==> config.mk <==
export PLATFORM = sky130hd
export DESIGN_NAME = counter_enable_ctrl
export DESIGN_NICKNAME = d
export VERILOG_FILES = /design/src/rtl/counter_enable_ctrl.sv
export SDC_FILE = /design/constraint.sdc
export NUM_CORES = 1
export LEC_CHECK = 0
export CAP_MARGIN = 20
export CORE_AREA = 2 2 78 80
export DETAILED_ROUTE_END_ITERATION = 8
export DIE_AREA = 0 0 80 82
export HOLD_SLACK_MARGIN = 0.08
export PLACE_DENSITY = 0.76
export SKIP_LAST_GASP = 1
export SLEW_MARGIN = 20
export SYNTH_ARGS = -nofsm -noshare
export SYNTH_HDL_FRONTEND = slang
export SYNTH_HIERARCHICAL = 1
export SYNTH_SLANG_ARGS = --single-unit
==> constraint.sdc <==
create_clock -name clk -period 2.9 [get_ports clk]
set_input_delay 0.435 -clock clk [delete_from_list [all_inputs] [get_ports clk]]
set_output_delay 0.435 -clock clk [all_outputs]
set_load 0.02 [all_outputs]
==> src/rtl/counter_enable_ctrl.sv <==
// ---------------------------------------------------------------------------
// counter_enable_ctrl
//
// Run / pause / single-step controller for the LED counter stage. It cleans
// up the two DE0-Nano push-buttons, divides the board clock into a slow
// tick, and gates that tick through a three-mode state machine to form the
// counter's enable strobe. The counter's overflow flag comes back here so
// counting can stop on wrap.
//
// Parameters
//   DIV              prescaler period in clk cycles (>= 2)
//   DEBOUNCE_CYCLES  consecutive stable samples to accept a level (>= 1)
//   STOP_ON_OVF      1: overflow forces HALT, 0: overflow ignored
//
// Ports
//   clk         in   system clock
//   rst         in   synchronous reset, active-high
//   btn_run_n   in   raw run/pause key, asynchronous, active-low
//   btn_step_n  in   raw single-step key, asynchronous, active-low
//   overflow    in   overflow flag from the counter stage
//   enable      out  registered one-cycle count strobe to the counter
//   state       out  current mode: PAUSE=00, RUN=01, HALT=10
//
// Handshake: there is no valid/ready pair. enable is a registered strobe
// that is high for exactly one clk cycle per count; the counter consumes it
// unconditionally. overflow is a level that is sampled every cycle.
// ---------------------------------------------------------------------------
module counter_enable_ctrl #(
  parameter int DIV             = 5_000_000,
  parameter int DEBOUNCE_CYCLES = 1_000_000,
  parameter int STOP_ON_OVF     = 1
) (
  input  logic       clk,
  input  logic       rst,
  input  logic       btn_run_n,
  input  logic       btn_step_n,
  input  logic       overflow,
  output logic       enable,
  output logic [1:0] state
);

  // Mode encodings; 2'b11 is illegal and falls back to PAUSE.
  localparam logic [1:0] ST_PAUSE = 2'b00;
  localparam logic [1:0] ST_RUN   = 2'b01;
  localparam logic [1:0] ST_HALT  = 2'b10;

  localparam int              PW       = $clog2(DIV);
  localparam logic [PW-1:0]   DIV_LAST = PW'(DIV - 1);

  // -------------------------------------------------------------------------
  // Button conditioning: synchronize, debounce, detect the press edge.
  // -------------------------------------------------------------------------
  logic run_level;
  logic run_press;
  logic step_level;
  logic step_press;

  counter_enable_ctrl_debounce #(
    .CYCLES (DEBOUNCE_CYCLES)
  ) u_run_db (
    .clk   (clk),
    .rst   (rst),
    .raw   (btn_run_n),
    .level (run_level),
    .press (run_press)
  );

  counter_enable_ctrl_debounce #(
    .CYCLES (DEBOUNCE_CYCLES)
  ) u_step_db (
    .clk   (clk),
    .rst   (rst),
    .raw   (btn_step_n),
    .level (step_level),
    .press (step_press)
  );

  // -------------------------------------------------------------------------
  // Mode FSM, prescaler and enable strobe.
  // -------------------------------------------------------------------------
  logic [1:0]    state_q;
  logic [1:0]    state_next;
  logic          enable_q;
  logic          enable_next;
  logic [PW-1:0] presc_q;
  logic [PW-1:0] presc_next;
  logic          tick;
  logic          ovf_stop;

  assign ovf_stop = (STOP_ON_OVF != 0) && overflow;

  // The tick only exists while running; the prescaler sits at 0 elsewhere.
  assign tick = (state_q == ST_RUN) && (presc_q == DIV_LAST);

  always_comb begin
    state_next  = state_q;
    enable_next = 1'b0;
    case (state_q)
      ST_PAUSE: begin
        // A run press wins over a simultaneous step press.
        if (run_press) begin
          state_next = ST_RUN;
        end else if (step_press) begin
          enable_next = 1'b1;
        end
      end
      ST_RUN: begin
        // Overflow beats a run press; step presses are ignored.
        if (ovf_stop) begin
          state_next = ST_HALT;
        end else if (run_press) begin
          state_next = ST_PAUSE;
        end
        // A tick on the edge that leaves RUN is dropped.
        enable_next = tick && (state_next == ST_RUN);
      end
      ST_HALT: begin
        if (run_press) begin
          state_next = ST_PAUSE;
        end
      end
      default: begin
        state_next = ST_PAUSE;
      end
    endcase
  end

  // Advance only while staying in RUN, so every entry into RUN starts from
  // a zero count and the first strobe lands DIV edges after entry.
  always_comb begin
    presc_next = '0;
    if ((state_q == ST_RUN) && (state_next == ST_RUN)) begin
      if (presc_q == DIV_LAST) begin
        presc_next = '0;
      end else begin
        presc_next = presc_q + 1'b1;
      end
    end
  end

  always_ff @(posedge clk) begin
    if (rst) begin
      state_q  <= ST_PAUSE;
      enable_q <= 1'b0;
      presc_q  <= '0;
    end else begin
      state_q  <= state_next;
      enable_q <= enable_next;
      presc_q  <= presc_next;
    end
  end

  assign enable = enable_q;
  assign state  = state_q;

  // The debounced levels are only consumed through their press edges.
  logic unused_levels;
  assign unused_levels = run_level ^ step_level;

endmodule

// ---------------------------------------------------------------------------
// counter_enable_ctrl_debounce
//
// Two-flop synchronizer followed by a stability counter for one active-low
// push-button, plus a one-cycle press pulse on each accepted 1->0 change.
//
// Ports
//   clk    in   system clock
//   rst    in   synchronous reset, active-high
//   raw    in   raw asynchronous button level (active-low)
//   level  out  debounced button level (1 = released)
//   press  out  combinational one-cycle pulse on a debounced 1->0 change
// ---------------------------------------------------------------------------
module counter_enable_ctrl_debounce #(
  parameter int CYCLES = 1
) (
  input  logic clk,
  input  logic rst,
  input  logic raw,
  output logic level,
  output logic press
);

  // The counter never holds CYCLES itself: the flip happens on the edge
  // where it would reach CYCLES, so it only needs to represent CYCLES-1.
  localparam int            DW       = (CYCLES < 2) ? 1 : $clog2(CYCLES);
  localparam logic [DW-1:0] CNT_LAST = DW'(CYCLES - 1);

  logic          sync1_q;
  logic          sync2_q;
  logic          level_q;
  logic          level_d_q;
  logic [DW-1:0] cnt_q;

  always_ff @(posedge clk) begin
    if (rst) begin
      sync1_q   <= 1'b1;
      sync2_q   <= 1'b1;
      level_q   <= 1'b1;
      level_d_q <= 1'b1;
      cnt_q     <= '0;
    end else begin
      sync1_q   <= raw;
      sync2_q   <= sync1_q;
      level_d_q <= level_q;
      if (sync2_q == level_q) begin
        cnt_q <= '0;
      end else if (cnt_q == CNT_LAST) begin
        // This mismatching sample is number CYCLES in a row: accept it.
        level_q <= ~level_q;
        cnt_q   <= '0;
      end else begin
        cnt_q <= cnt_q + 1'b1;
      end
    end
  end

  assign level = level_q;
  // Falling edge of the debounced level; releases produce nothing.
  assign press = level_d_q & ~level_q;

endmodule

[Yosys cells after proc, flatten, opt, wreduce, memory -nomap -nowiden]
Cells that the tools add are included.
Storage, ports and cells
  bits in registers: 74
  output and inout port bits: 3
  word-level logic and storage cells: 49
  input port bits: 5
Cells by class
  reductions and logical operators: 9
  add/subtract/negate cells: 3
  muxes and demuxes: 8
  bitwise gates (word level): 7
  equal/unequal tests: 9
Operators with widths (number)
  adder 20 x 1 -> 20 bit (second input constant): 2
  equality test 20 bit (second input constant): 2
  adder 23 x 1 -> 23 bit (second input constant): 1
  equality test 23 bit (second input constant): 1
  OR reduction 3 bit: 3
  2-to-1 mux 2 bit: 4
  equality test 2 x 1 -> 1 bit (second input constant): 3
  one-hot mux 2 bit (3 select lines): 1
  inverter 1 bit: 5
  AND reduction 2 bit: 2
  logical AND 1 bit: 3
  AND 1 bit: 2
  equality test 1 bit: 2
  equality test 2 bit (second input constant): 1
  logical NOT 2 bit: 1
  2-to-1 mux 1 bit: 2
  one-hot mux 1 bit (2 select lines): 1

[Depth between registers and ports, before layout]
Gate-level depths: netlist of the first run.
  depth after elaboration: 10
  depth in mapped cells: 7
  mapped depth without buffers: 5

[By module]
The synthesis of the first run kept the hierarchy.
Modules (own cells, without submodules)
  counter_enable_ctrl_debounce: seq. area each 480.5 um^2, cells each 115, area each 1063.5 um^2, instances 2
  counter_enable_ctrl: seq. area each 520.5 um^2, cells each 136, area each 1216.2 um^2, instances 1

[Worst setup path before layout of the first run]
No wires, ideal clock.
  kind: register to register
  from: register presc_q[0]
  to: register presc_q[20]
  path slack: 0.914 ns
  path buffers: 0
  period minus slack after synthesis: 1.986 ns
  stages on the path, launching flop included: 6
  setup time: 0.086 ns
  data required time: 2.814 ns
  arrival time: 1.900 ns
  path through: dfxtp_1 > ha_1 > nand3_1 > or4_4 > or4_1 > a211oi_1
Between the ends
  word-level cells in the longest chain between the ends: 2
  elaborated cells between the ends (all ways): 3
  classes of those cells: add/sub: 1; eq/ne: 1; reduce/logical: 1
Ends and longest elaborated chain
  start: declaration: RTL line 85  | logic [PW-1:0] presc_q;
  start signal: assignment: RTL line 149  | presc_q <= presc_next;
  parallel branches: the longest is 2 deep, another holds adder 23 x 1 -> 23 bit
Several ways; the timed one is not identified.
A chain may end at the register's enable or synchronous reset.

[Final worst setup path of the first run]
Same ends and word-level chain as after synthesis.

==> flow_summary_export.csv, run 1 <==
group,metric,value,unit
synthesis,yosysWarnings,6,
critical_path,cp-startpoint,"presc_q[0]$_SDFF_PP0_",
power,power-per-cell-area,489.8,mW/mm2
global_routing,grt_remaining_overflow,0,
critical_path,arrival,2.40,ns
critical_path,crit_path_start_kind,"flop",
synthesis,synth.avg_cell_area,9.134,um2
clocking,h-tree-depth,3,
synthesis,syn_inst,366,
clocking,numCtsBuffers,9,
synthesis,synth.largest_area_cell,"dfxtp_1",
synthesis,async_reset_ff_share,0,%
die,fp.dieArea,0.006560,mm2
placed_design,routabilityCongestion,0.7723,
clocking,post-cts-setup-buffers,0,
sta,fin_crit_sh,73.82,%
finish,final_util,64.09,%
route,first_pass_iters,4,
finish,final_net_count,387,
sta,max_freq,0.4671,GHz
hold_path,timing.hold.worst_endpoint,"u_run_db/sync2_q$_SDFF_PP1_",
clocking,clkTransAtPathRegs,0.07,ns
global_routing,track_usage,20.49,%
critical_path,rrSetupSlack,0.76,ns
sta,slew_violations,0,
critical_path,cp-end-kind,"flop",
power,vdd_drop_max,0.3092,mV
sta,setup_viol,0,
finish,drive_gt1_share,10.70,%
hold_path,hold_depth,1,
clocking,ctsHoldBuffers,0,
clocking,cts_resized,0,
critical_path,reg2reg_from,"presc_q[0]$_SDFF_PP0_",
synthesis,yosysUniqueCellTypes,42,
finish,num_antenna_cells,0,
clocking,clk-insertion-delay-late,0.34,ns
clocking,cts_tree,"yes",
synthesis,seq_area_frac_synth,44.31,%
hold_path,hp-class,"reg -> reg",
synthesis,synth-main-ff-cell,"dfxtp_1",
route,drt-total-wl,6055,um
synthesis,synth_edf_count,0,
critical_path,crit_required,3.16,ns
critical_path,worstRegToRegCells,5,
route,first_iter_violations,111,
sta,post-route-min-period,2.141,ns
sta,hold_viol,0,
route,drc,0,
global_routing,grt_max_degree,25,
route,ant_nets,0,
hold_path,hold_start,"u_run_db/sync1_q$_SDFF_PP1_",
critical_path,crit_fanout,6,
synthesis,netlist_top_cells_count,"dfxtp_1 (74), nor2_1 (40), xnor2_1 (32), nor3_1 (25), nand2_1 (20)",
run,cap_viol_max_count,0,
critical_path,rr_endpoint,"presc_q[20]$_SDFF_PP0_",
power,leakage,0.001072,uW
synthesis,synth_top_area_share,44.31,%
sta,finClkSkew,0.006783,ns
clocking,cts.sinks,74,
synthesis,synth-seq-cells,74,
synthesis,syn-num-nets,374,
sta,slew_headroom,43.36,%
clocking,clock_path_buffers,2,
sta,rsz0062_at_grt,"false",
global_routing,antenna_found_initial,0,
die,ioPinCount,8,
finish,area_growth,10.14,%
sta,worst_pin_slew,0.8497,ns
die,fp.dieH,82,um
placed_design,dp_hpwl,4125,um
synthesis,synth.cell_area,0.003343,mm2
sta,fin_setup_tns,0,ns
synthesis,synthTopCellsByArea,"dfxtp_1 (44%), xnor2_1 (8.4%), nor2_1 (4.5%), nor3_1 (3.7%), nor4_1 (2.6%)",
die,start_util,58.19,%
die,rows,28,
placed_design,io_buffers,7,
synthesis,synth.most_common_cell,"dfxtp_1",
status,outcome,"completed",
clocking,cts_root_buffer,"clkbuf_8",
global_routing,grt_pass1_vias,2391,
critical_path,worst-setup-path-type,"reg -> reg",
route,vias,2636,
route,via_per_inst,5.755,
die,die_width,80,um
global_routing,grt_pass1_wl,10580,um
route,routedWlPerCell,13.22,um
die,core,0.005746,mm2
## layout make-up
cell class	instances	area (um2)
multi-input cells	274	1792
flip-flops and latches	74	1481
repair buffers	10	92.59
clock inverters	3	40.04
fillers	505	2063
inverters	10	37.54
clock buffers	12	145.1
well taps	75	93.84
## placed cells by master (no fill, tap or decap), drive strengths merged, types with 3 or more instances in the layout
cell type	count
a211oi	8
a21oi	11
a31o	3
and3	7
and4	7
buf	3
clkbuf	12
clkdlybuf4s50	7
dfxtp	74
ha	3
inv	10
nand2	20
nand3	15
nand4	16
nand4b	4
nor2	40
nor3	25
nor3b	3
nor4	14
o21ai	15
or2	6
or3	12
or4	5
xnor2	32
xor2	10
## logic make-up after synthesis
kind of cell | count (synthesis) | share of synthesized area [%]
and+or+nand+nor | 186 | 33.35
DFF | 74 | 44.31
AOI/OAI and AO/OA | 43 | 8.122
xor gates and xnor gates | 42 | 11.00
buffers and inverters | 18 | 2.096
adders and majority gates | 3 | 1.123
## flip-flops by register name (all words and copies together), names as in the netlist
| name | cells |
|---|---|
| u_step_db/cnt_q | 20 |
| u_step_db/level_d_q | 1 |
| u_run_db/level_d_q | 1 |
| u_run_db/level | 1 |
| enable | 1 |
| u_run_db/sync1_q | 1 |
| u_run_db/sync2_q | 1 |
| u_step_db/level | 1 |
| state | 2 |
| u_step_db/sync1_q | 1 |
| presc_q | 23 |
| u_step_db/sync2_q | 1 |
| u_run_db/cnt_q | 20 |
## per-stage QoR
stage | cell area, um2 | power, uW | cells | hold slack [ns] | worst slack, ns
global placement | 3497 | 1063 | 443 | 0.4011 | 0.4583
CTS | 3682 | 1826 | 458 | 0.4178 | 0.7467
floorplan | 3343 | 1052 | 366 | 0.3895 | 0.9139
finish | 3682 | 1803 | 458 | 0.4129 | 0.7593
global route | 3682 | 1881 | 458 | 0.4390 | 0.6276
detailed placement | 3497 | 1064 | 443 | 0.3961 | 0.4317
## report_power, final
group,switching [uW],internal (uW)
clock network,349,414
registers,1.84,1020
logic,10.0,9.12
total,361,1440
## layer usage
metal  routed length (um)  vias up  global-route usage (%)
met2                 2706       43                   33.33
met5                    0        -                       0
met1                 3017     1230                   25.82
met3                  261        9                   6.703
li1                     -     1354                       -
met4                   70        0                   6.610
## worst max-delay path, cell delays in order (launching register included)
cell and delay, ns:
dfxtp_1 0.39, ha_1 0.22, nand3_1 0.14, or4_4 0.59, or4_1 0.48, a211oi_1 0.23
## how the worst max path moves through the flow
stage,endpoint,slack [ns],cells past startpoint
after floorplan,presc_q[20]$_SDFF_PP0_,0.91,5
after global placement,enable$_SDFF_PP0_,0.46,5
after detailed placement,enable$_SDFF_PP0_,0.43,5
after CTS,presc_q[20]$_SDFF_PP0_,0.75,5
after global routing,presc_q[20]$_SDFF_PP0_,0.63,5
final,presc_q[20]$_SDFF_PP0_,0.76,5
(Power assumes the default switching activity.)
==> inputs of run 2 (changes only) <==
==> constraint.sdc (replaced) <==
create_clock -name clk -period 2.2 [get_ports clk]
set_input_delay 0.33 -clock clk [delete_from_list [all_inputs] [get_ports clk]]
set_output_delay 0.33 -clock clk [all_outputs]
set_load 0.02 [all_outputs]
==> flow_summary_export.csv, run 2 (synthesis results as in run 1) <==
group,metric,value,unit
route,via_per_inst,5.714,
clocking,clock_path_buffers,2,
critical_path,cp-startpoint,"presc_q[1]$_SDFF_PP0_",
clocking,post-cts-setup-buffers,0,
clocking,cts.sinks,74,
sta,hold_viol,0,
sta,setup_viol,0,
critical_path,critPathTopFamily,"simple AND/OR/NAND/NOR gates",
status,outcome,"completed",
die,ioPinCount,8,
sta,finClkSkew,0.01401,ns
placed_design,io_buffers,7,
global_routing,antenna_found_initial,0,
global_routing,track_usage,20.42,%
sta,post-route-min-period,2.068,ns
finish,final_util,64.16,%
clocking,numCtsBuffers,9,
critical_path,crit_fanout,6,
power,switchingPower,449.8,uW
finish,final_cell_mix,"dfxtp_1 (73), nor2_1 (40), xnor2_1 (32), nor3_1 (25), nand2_1 (20)",
power,vdd_drop_max,0.4518,mV
power,leakage,0.001072,uW
critical_path,arrival,2.33,ns
placed_design,dp_hpwl,4314,um
finish,num_antenna_cells,0,
run,cap_viol_max_count,0,
die,rows,28,
die,die_width,80,um
placed_design,dp.cells,449,
power,swShare,20.47,%
sta,fin_setup_tns,0,ns
sta,slew_violations,0,
finish,biggestRegsByFlops,"presc_q: 23 flops, u_run_db/cnt_q: 20 flops, u_step_db/cnt_q: 20 flops",
global_routing,grt_pass1_vias,2451,
sta,worst_pin_slew,0.7748,ns
critical_path,cpPeakStageDelay,0.60,ns
critical_path,cp-end-kind,"flop",
route,drt-total-wl,6209,um
clocking,cts_tree,"yes",
critical_path,worstRegToRegCells,5,
power,power-per-cell-area,596.0,mW/mm2
sta,max_freq,0.4835,GHz
sta,slew_headroom,48.34,%
route,routedWlPerCell,13.44,um
critical_path,crit_chain,"ha_2, nand3_1, or4_4, or4_1, a211oi_1",
finish,num-fill-cells,478,
clocking,clk-insertion-delay-late,0.34,ns
finish,drive_gt1_share,11.89,%
critical_path,rr_endpoint,"presc_q[20]$_SDFF_PP0_",
route,vias,2640,
clocking,cts_root_buffer,"clkbuf_8",
sta,fin_crit_sh,94.02,%
clocking,h-tree-depth,3,
route,drc,0,
sta,rsz0062_at_grt,"false",
global_routing,grt_remaining_overflow,0,
critical_path,rrSetupSlack,0.13,ns
power,power,2197,uW
finish,mostFrequentLayoutCell,"dfxtp_1",
finish,area_growth,10.25,%
power,power_frac_clock,37.5,%
route,ant_nets,0,
critical_path,crit_path_start_kind,"flop",
critical_path,endpoint,"presc_q[20]$_SDFF_PP0_",
finish,largest_reg_flops,23,
route,first_iter_violations,130,
critical_path,crit_required,2.46,ns
critical_path,crit_cells,5,
critical_path,worst-setup-path-type,"reg -> reg",
finish,instances_no_fill,462,
finish,final_net_count,393,
global_routing,grt_pass1_wl,10560,um
global_routing,grt_max_degree,20,
critical_path,worst-path-buf-inv,0,
finish,regMostFlops,"presc_q",
route,first_pass_iters,4,
die,core,0.005746,mm2
power,p_seq_share,61.3,%
clocking,ctsHoldBuffers,0,
power,power_frac_comb,1.2,%
critical_path,reg2reg_from,"presc_q[1]$_SDFF_PP0_",
hold_path,hold_start,"u_step_db/sync1_q$_SDFF_PP1_",
hold_path,hp-class,"reg -> reg",
placed_design,routabilityCongestion,0.8316,
critical_path,crit_slowest_cell,"or4_4",
power,p_int,1747,uW
die,start_util,58.19,%
clocking,clkTransAtPathRegs,0.07,ns
die,fp.dieArea,0.006560,mm2
die,fp.dieH,82,um
[run 2: layout make-up]
| type | instances | area, um2 | area share (%) |
|---|---|---|---|
| clock inverter | 1 | 5.005 | 0.1358 |
| multi-input combinational | 274 | 1794 | 48.68 |
| clock buffer | 12 | 135.1 | 3.666 |
| inverter | 10 | 37.54 | 1.018 |
| sequential | 74 | 1483 | 40.22 |
| timing repair buffer | 16 | 137.6 | 3.734 |
| tap | 75 | 93.84 | 2.546 |
[run 2: through the flow]
step	instance area [um2]	hold WS, ns	worst slack, ns
finish	3686	0.4190	0.1316
global route	3686	0.4334	0.01001
CTS	3682	0.4231	0.08152
detailed placement	3542	0.3981	-0.001187
global placement	3542	0.3904	0.05711
floorplan	3343	0.3895	0.2139
[run 2: power groups by stage]
stage                     Clock (uW)  Combinational (uW)  Sequential, uW
after floorplan                    0                11.1            1380
after global placement             0                26.6            1380
after detailed placement           0                26.9            1380
after CTS                        847                27.0            1350
after global routing             909                29.9            1350
final                            824                26.9            1350
[run 2: worst min-delay path by stage]
stage	depth (start not counted)	to	slack, ns
after floorplan	1	u_run_db/sync2_q$_SDFF_PP1_	0.39
after detailed placement	1	u_step_db/sync2_q$_SDFF_PP1_	0.40
after CTS	1	u_step_db/sync2_q$_SDFF_PP1_	0.42
final	1	u_step_db/sync2_q$_SDFF_PP1_	0.42
after global routing	1	u_run_db/sync2_q$_SDFF_PP1_	0.43
after global placement	1	u_step_db/sync2_q$_SDFF_PP1_	0.39
[run 2: layer usage]
layer,track usage [%],vias to the layer above,routed length [um]
li1,-,1359,-
met1,25.46,1236,3124
met2,34.58,34,2841
met3,3.736,11,150
met4,8.983,0,93
met5,0,-,0
[run 2: repair_timing]
| item | 4_1_cts | 5_1_grt |
|---|---|---|
| endpoints found under the hold margin | 0 | 0 |
| endpoints found under the setup margin | 0 | 1 |
| resized for setup | 0 | 2 |
==> inputs of run 3 (changes only) <==
--- a/config.mk
+++ b/config.mk
@@ -7,6 +7,7 @@
 export LEC_CHECK = 0
 export CAP_MARGIN = 20
 export CORE_AREA = 2 2 78 80
+export CTS_CLUSTER_SIZE = 10
 export DETAILED_ROUTE_END_ITERATION = 8
 export DIE_AREA = 0 0 80 82
 export HOLD_SLACK_MARGIN = 0.08
==> results of run 3 <==
No change in the layout: final DEF, timing and power equal those of run 2.
==> edit 1: new RTL, flow settings as in run 2 <==
Register the inputs `btn_run_n`, `btn_step_n` and `overflow` before use, with the module's reset. The logic sees them one clock later. Comments in the files are not updated.
--- a/src/rtl/counter_enable_ctrl.sv
+++ b/src/rtl/counter_enable_ctrl.sv
@@ -47,6 +47,22 @@
   localparam int              PW       = $clog2(DIV);
   localparam logic [PW-1:0]   DIV_LAST = PW'(DIV - 1);
 
+  logic btn_run_n_q;
+  logic btn_step_n_q;
+  logic overflow_q;
+
+  always_ff @(posedge clk) begin
+    if (rst) begin
+      btn_run_n_q  <= '0;
+      btn_step_n_q <= '0;
+      overflow_q   <= '0;
+    end else begin
+      btn_run_n_q  <= btn_run_n;
+      btn_step_n_q <= btn_step_n;
+      overflow_q   <= overflow;
+    end
+  end
+
   // -------------------------------------------------------------------------
   // Button conditioning: synchronize, debounce, detect the press edge.
   // -------------------------------------------------------------------------
@@ -60,7 +76,7 @@
   ) u_run_db (
     .clk   (clk),
     .rst   (rst),
-    .raw   (btn_run_n),
+    .raw   (btn_run_n_q),
     .level (run_level),
     .press (run_press)
   );
@@ -70,7 +86,7 @@
   ) u_step_db (
     .clk   (clk),
     .rst   (rst),
-    .raw   (btn_step_n),
+    .raw   (btn_step_n_q),
     .level (step_level),
     .press (step_press)
   );
@@ -87,7 +103,7 @@
   logic          tick;
   logic          ovf_stop;
 
-  assign ovf_stop = (STOP_ON_OVF != 0) && overflow;
+  assign ovf_stop = (STOP_ON_OVF != 0) && overflow_q;
 
   // The tick only exists while running; the prescaler sits at 0 elsewhere.
   assign tick = (state_q == ST_RUN) && (presc_q == DIV_LAST);
Behaviour: no difference found for any inputs over 10 cycles, from zero or initial values and one cycle with rst high; that may be too few to reach the edited logic, so the function may still have changed.
==> edit 1 against run 2 <==
- count of clock-buffer cells in the layout is 2 lower
- worst hold slack worse by 0.013 ns
- routed wire length is 1.2% lower
- clock skew is 0.0013 ns lower
- sequential power is 4% higher
- power is 21% higher
- first-iteration DRC count is 2.3% higher
- synthesized cell count is 2.5% higher
- sequential cell count is 3 higher
- worst setup slack better by 0.020 ns
- cell area is 3.4% higher
- area after synthesis is 1.8% higher
- critical path depth is 1 lower
- critical path type unchanged
==> edit 1: results (changes against run 2) <==
placed insts -> 456 (was 449)
Worst path max stage delay -> 0.70 ns (was 0.60 ns)
Starting DRT DRC Count -> 133 (was 130)
dpl ws -> 0.05570 ns (was -0.001187 ns)
Slew Limit Headroom -> 69.45% (was 48.34%)
All-Layer GR Usage -> 20.26% (was 20.42%)
status -> finished clean (unchanged)
Data buffer area share -> 3.019% (was 3.734%)
R2R Setup Slk -> 0.15 ns (was 0.13 ns)
crit-path max FO -> 10 (was 6)
FILL cells -> 452 (was 478)
worst r2r path cells -> 4 (was 5)
syn_nets -> 383 (was 374)
Layout Skew -> 0.01270 ns (was 0.01401 ns)
post-synthesis sequential area ratio -> 45.31% (was 44.31%)
clock buf count -> 10 (was 12)
synth top area cells -> dfxtp_1 45%, xnor2_1 8.0%, nor2_1 5.7% (was dfxtp_1 44%, xnor2_1 8.4%, nor2_1 4.5%)
HP Start -> btn_step_n_q (was u_step_db/sync1_q)
Mapped Cells -> 375 (was 366)
Worst R2R Start -> presc_q[2] (was presc_q[1])
routability cong. -> 0.8081 (was 0.8316)
post-synthesis xor/xnor area fraction -> 10.04% (was 11.00%)
internal power -> 2164 uW (was 1747 uW)
Synth Area in Compound Gates -> 8.422% (was 8.121%)
clock network area share -> 5.973% (was 3.802%)
largest net degree at the start of global routing -> 24 (was 20)
post-synthesis mux area share -> 0.3310% (was 0%)
metal2 WL -> 2.741 mm (was 2.841 mm)
vias in the first global route -> 2351 (was 2451)
peak supply drop -> 709.2 uV (was 451.8 uV)
P_leak -> 0.001117 uW (was 0.001072 uW)
wl on met1 -> 3.123 mm (was 3.124 mm)
Signal buffers -> 13 (was 16)
Placed Area -> 3580 sq um (was 3542 sq um)
Tot Pwr -> 2665 uW (was 2197 uW)
Multi-Input Combinational -> 278 (was 274)
fin cells -> 471 (was 462)
met3 GRT Util -> 3.956% (was 3.736%)
routed wl met3 -> 162 um (was 150 um)
M1 GR Usage -> 26.92% (was 25.46%)
sequential cell count -> 77 (was 74)
final net count -> 400 (was 393)
WHS Endpoint -> u_step_db/sync1_q (was u_step_db/sync2_q)
Slowest-stage cell, CP -> or4_1 (was or4_4)
synth unique cells -> 45 (was 42)
Logic inverters -> 13 (was 10)
fraction of area in multi-input gates -> 46.80% (was 48.68%)
synth cell count leaders -> 77 x dfxtp_1, 52 x nor2_1, 31 x xnor2_1 (was 74 x dfxtp_1, 40 x nor2_1, 32 x xnor2_1)
first-pass GRT wire length -> 10.38 mm (was 10.56 mm)
[edit 1: changes by cell type after synthesis, moves of 3 or more]
cell      change
nor2_1       +12
clkbuf_1      -4
nor2b_1       +4
a21oi_1      +10
inv_1         +3
dfxtp_1       +3
and3_1        -3
or4_1         +4
nor3_1       -13
a211oi_1      -8
nand4_1       -4
[edit 1: worst reg2reg max path, delay by kind of cell (launching register included)]
family,cells,cell delay [ns]
DFF,1,0.46
AOI/OAI and AO/OA,1,0.15
and+or+nand+nor,3,1.38
[edit 1: worst max-delay path by stage]
stage                       end       start  slack, ns
CTS                  presc_q[9]  presc_q[0]       0.02
global placement     presc_q[5]  presc_q[0]       0.13
floorplan           presc_q[14]  presc_q[0]       0.29
global route        presc_q[18]  presc_q[1]      0.006
finish              presc_q[21]  presc_q[2]       0.15
detailed placement   presc_q[5]  presc_q[0]       0.06
==> edit 2: new RTL, settings of run 2 <==
Made on the original files. `DIV`: 5_000_000 -> 10_000_000.
--- a/src/rtl/counter_enable_ctrl.sv
+++ b/src/rtl/counter_enable_ctrl.sv
@@ -26,7 +26,7 @@
 // unconditionally. overflow is a level that is sampled every cycle.
 // ---------------------------------------------------------------------------
 module counter_enable_ctrl #(
-  parameter int DIV             = 5_000_000,
+  parameter int DIV             = 10_000_000,
   parameter int DEBOUNCE_CYCLES = 1_000_000,
   parameter int STOP_ON_OVF     = 1
 ) (
Behaviour: same outputs for any inputs over 10 cycles, from zero or initial values and one cycle with rst high; that may be too few to reach the edited logic, so the function may still have changed.
==> edit 2 against run 2 <==
- core utilization up 3.1 points
- power rose by 24%
- worst setup slack better by 0.077 ns
- routed wire length is 6.3% higher
- area after synthesis rose by 2.7%
- cell area is 4.9% higher
- sequential cell count rose by 1
- critical path type unchanged
==> edit 2: results (changes against run 2) <==
status -> finished clean (unchanged)
FILL cells -> 474 (was 478)
final net count -> 406 (was 393)
syn_nets -> 390 (was 374)
Placed Area -> 3606 sq um (was 3542 sq um)
synth unique cells -> 42 (unchanged)
worst r2r path cells -> 4 (was 5)
routability cong. -> 0.8372 (was 0.8316)
synth warn -> 6 (unchanged)
Worst R2R Start -> u_run_db/cnt_q[13] (was presc_q[1])
CP Launch Point -> u_run_db/cnt_q[13] (was presc_q[1])
DP HPWL -> 4.531 mm (was 4.314 mm)
All-Layer GR Usage -> 22.66% (was 20.42%)
routed len/inst -> 13.81 um (was 13.44 um)
first-pass GRT wire length -> 11.67 mm (was 10.56 mm)
synth cell count leaders -> 75 x dfxtp_1, 54 x nor2_1, 32 x xnor2_1 (was 74 x dfxtp_1, 40 x nor2_1, 32 x xnor2_1)
drt via density -> 5.782 (was 5.714)
post-CTS sizing -> 0 (unchanged)
Clock group -> 1340 uW (was 824 uW)
Slew Limit Headroom -> 47.76% (was 48.34%)
crit path DAT -> 2.19 ns (was 2.33 ns)
Worst path max stage delay -> 0.68 ns (was 0.60 ns)
Starting DRT DRC Count -> 153 (was 130)
Fin Hold WS -> 0.4157 ns (was 0.4190 ns)
reg2reg end -> u_run_db/cnt_q[11] (was presc_q[20])
clock network power share -> 49.1% (was 37.5%)
largest net degree at the start of global routing -> 24 (was 20)
dpl ws -> 0.2249 ns (was -0.001187 ns)
placed insts -> 462 (was 449)
P_leak -> 0.001116 uW (was 0.001072 uW)
Layout Skew -> 0.009791 ns (was 0.01401 ns)
peak supply drop -> 445.6 uV (was 451.8 uV)
syn_area_per_cell -> 8.984 sq um (was 9.134 sq um)
minimum clock period after layout -> 1.992 ns (was 2.068 ns)
R2R Setup Slk -> 0.21 ns (was 0.13 ns)
CTS Buffer Depth -> 2 (unchanged)
Num CTS Buffers -> 9 (unchanged)
crit-path max FO -> 19 (was 6)
Seq. cell area -> 1501 sq um (was 1483 sq um)
Slowest-stage cell, CP -> o21ai_2 (was or4_4)
synth top area cells -> dfxtp_1 44%, xnor2_1 8.2%, nor2_1 5.9% (was dfxtp_1 44%, xnor2_1 8.4%, nor2_1 4.5%)
largest registers -> presc_q (24), u_run_db/cnt_q (20), u_step_db/cnt_q (20) (was presc_q (23), u_run_db/cnt_q (20), u_step_db/cnt_q (20))
total number of vias -> 2764 (was 2640)
post-synthesis sequential area ratio -> 43.75% (was 44.31%)
fraction of layout cells with a size suffix above 1 -> 13.15% (was 11.89%)
vias in the first global route -> 2605 (was 2451)
WHS Path Cells -> 1 (unchanged)
internal power -> 2218 uW (was 1747 uW)
==> edit 2: routing by layer <==
| metal | wire length, um | up-vias | global-route usage, % |
|---|---|---|---|
| li1 | - | 1406 | - |
| met4 | 157 | 0 | 11.69 |
| met3 | 241 | 13 | 5.165 |
| met5 | 0 | - | 0 |
| met1 | 3180 | 1292 | 29.40 |
| met2 | 3020 | 53 | 35.42 |
==> edit 2: final cells by class <==
class | instances | share of cell area [%]
multi-input combinational | 288 | 47.83
sequential | 75 | 38.83
clock buffer | 12 | 4.272
timing repair buffer | 11 | 2.913
clock inverter | 4 | 2.460
tap | 75 | 2.427
inverter | 13 | 1.262
==> edit 2: cell families after synthesis <==
kind of cell,count (synthesis),share of synthesized area [%]
AO/OA/AOI/OAI,50,9.005
XOR/XNOR,39,9.953
multiplexers,1,0.3281
adder cells (fa/ha/maj),3,1.094
buffers and inverters,19,2.370
AND/OR/NAND/NOR,195,33.50
flip-flops,75,43.75
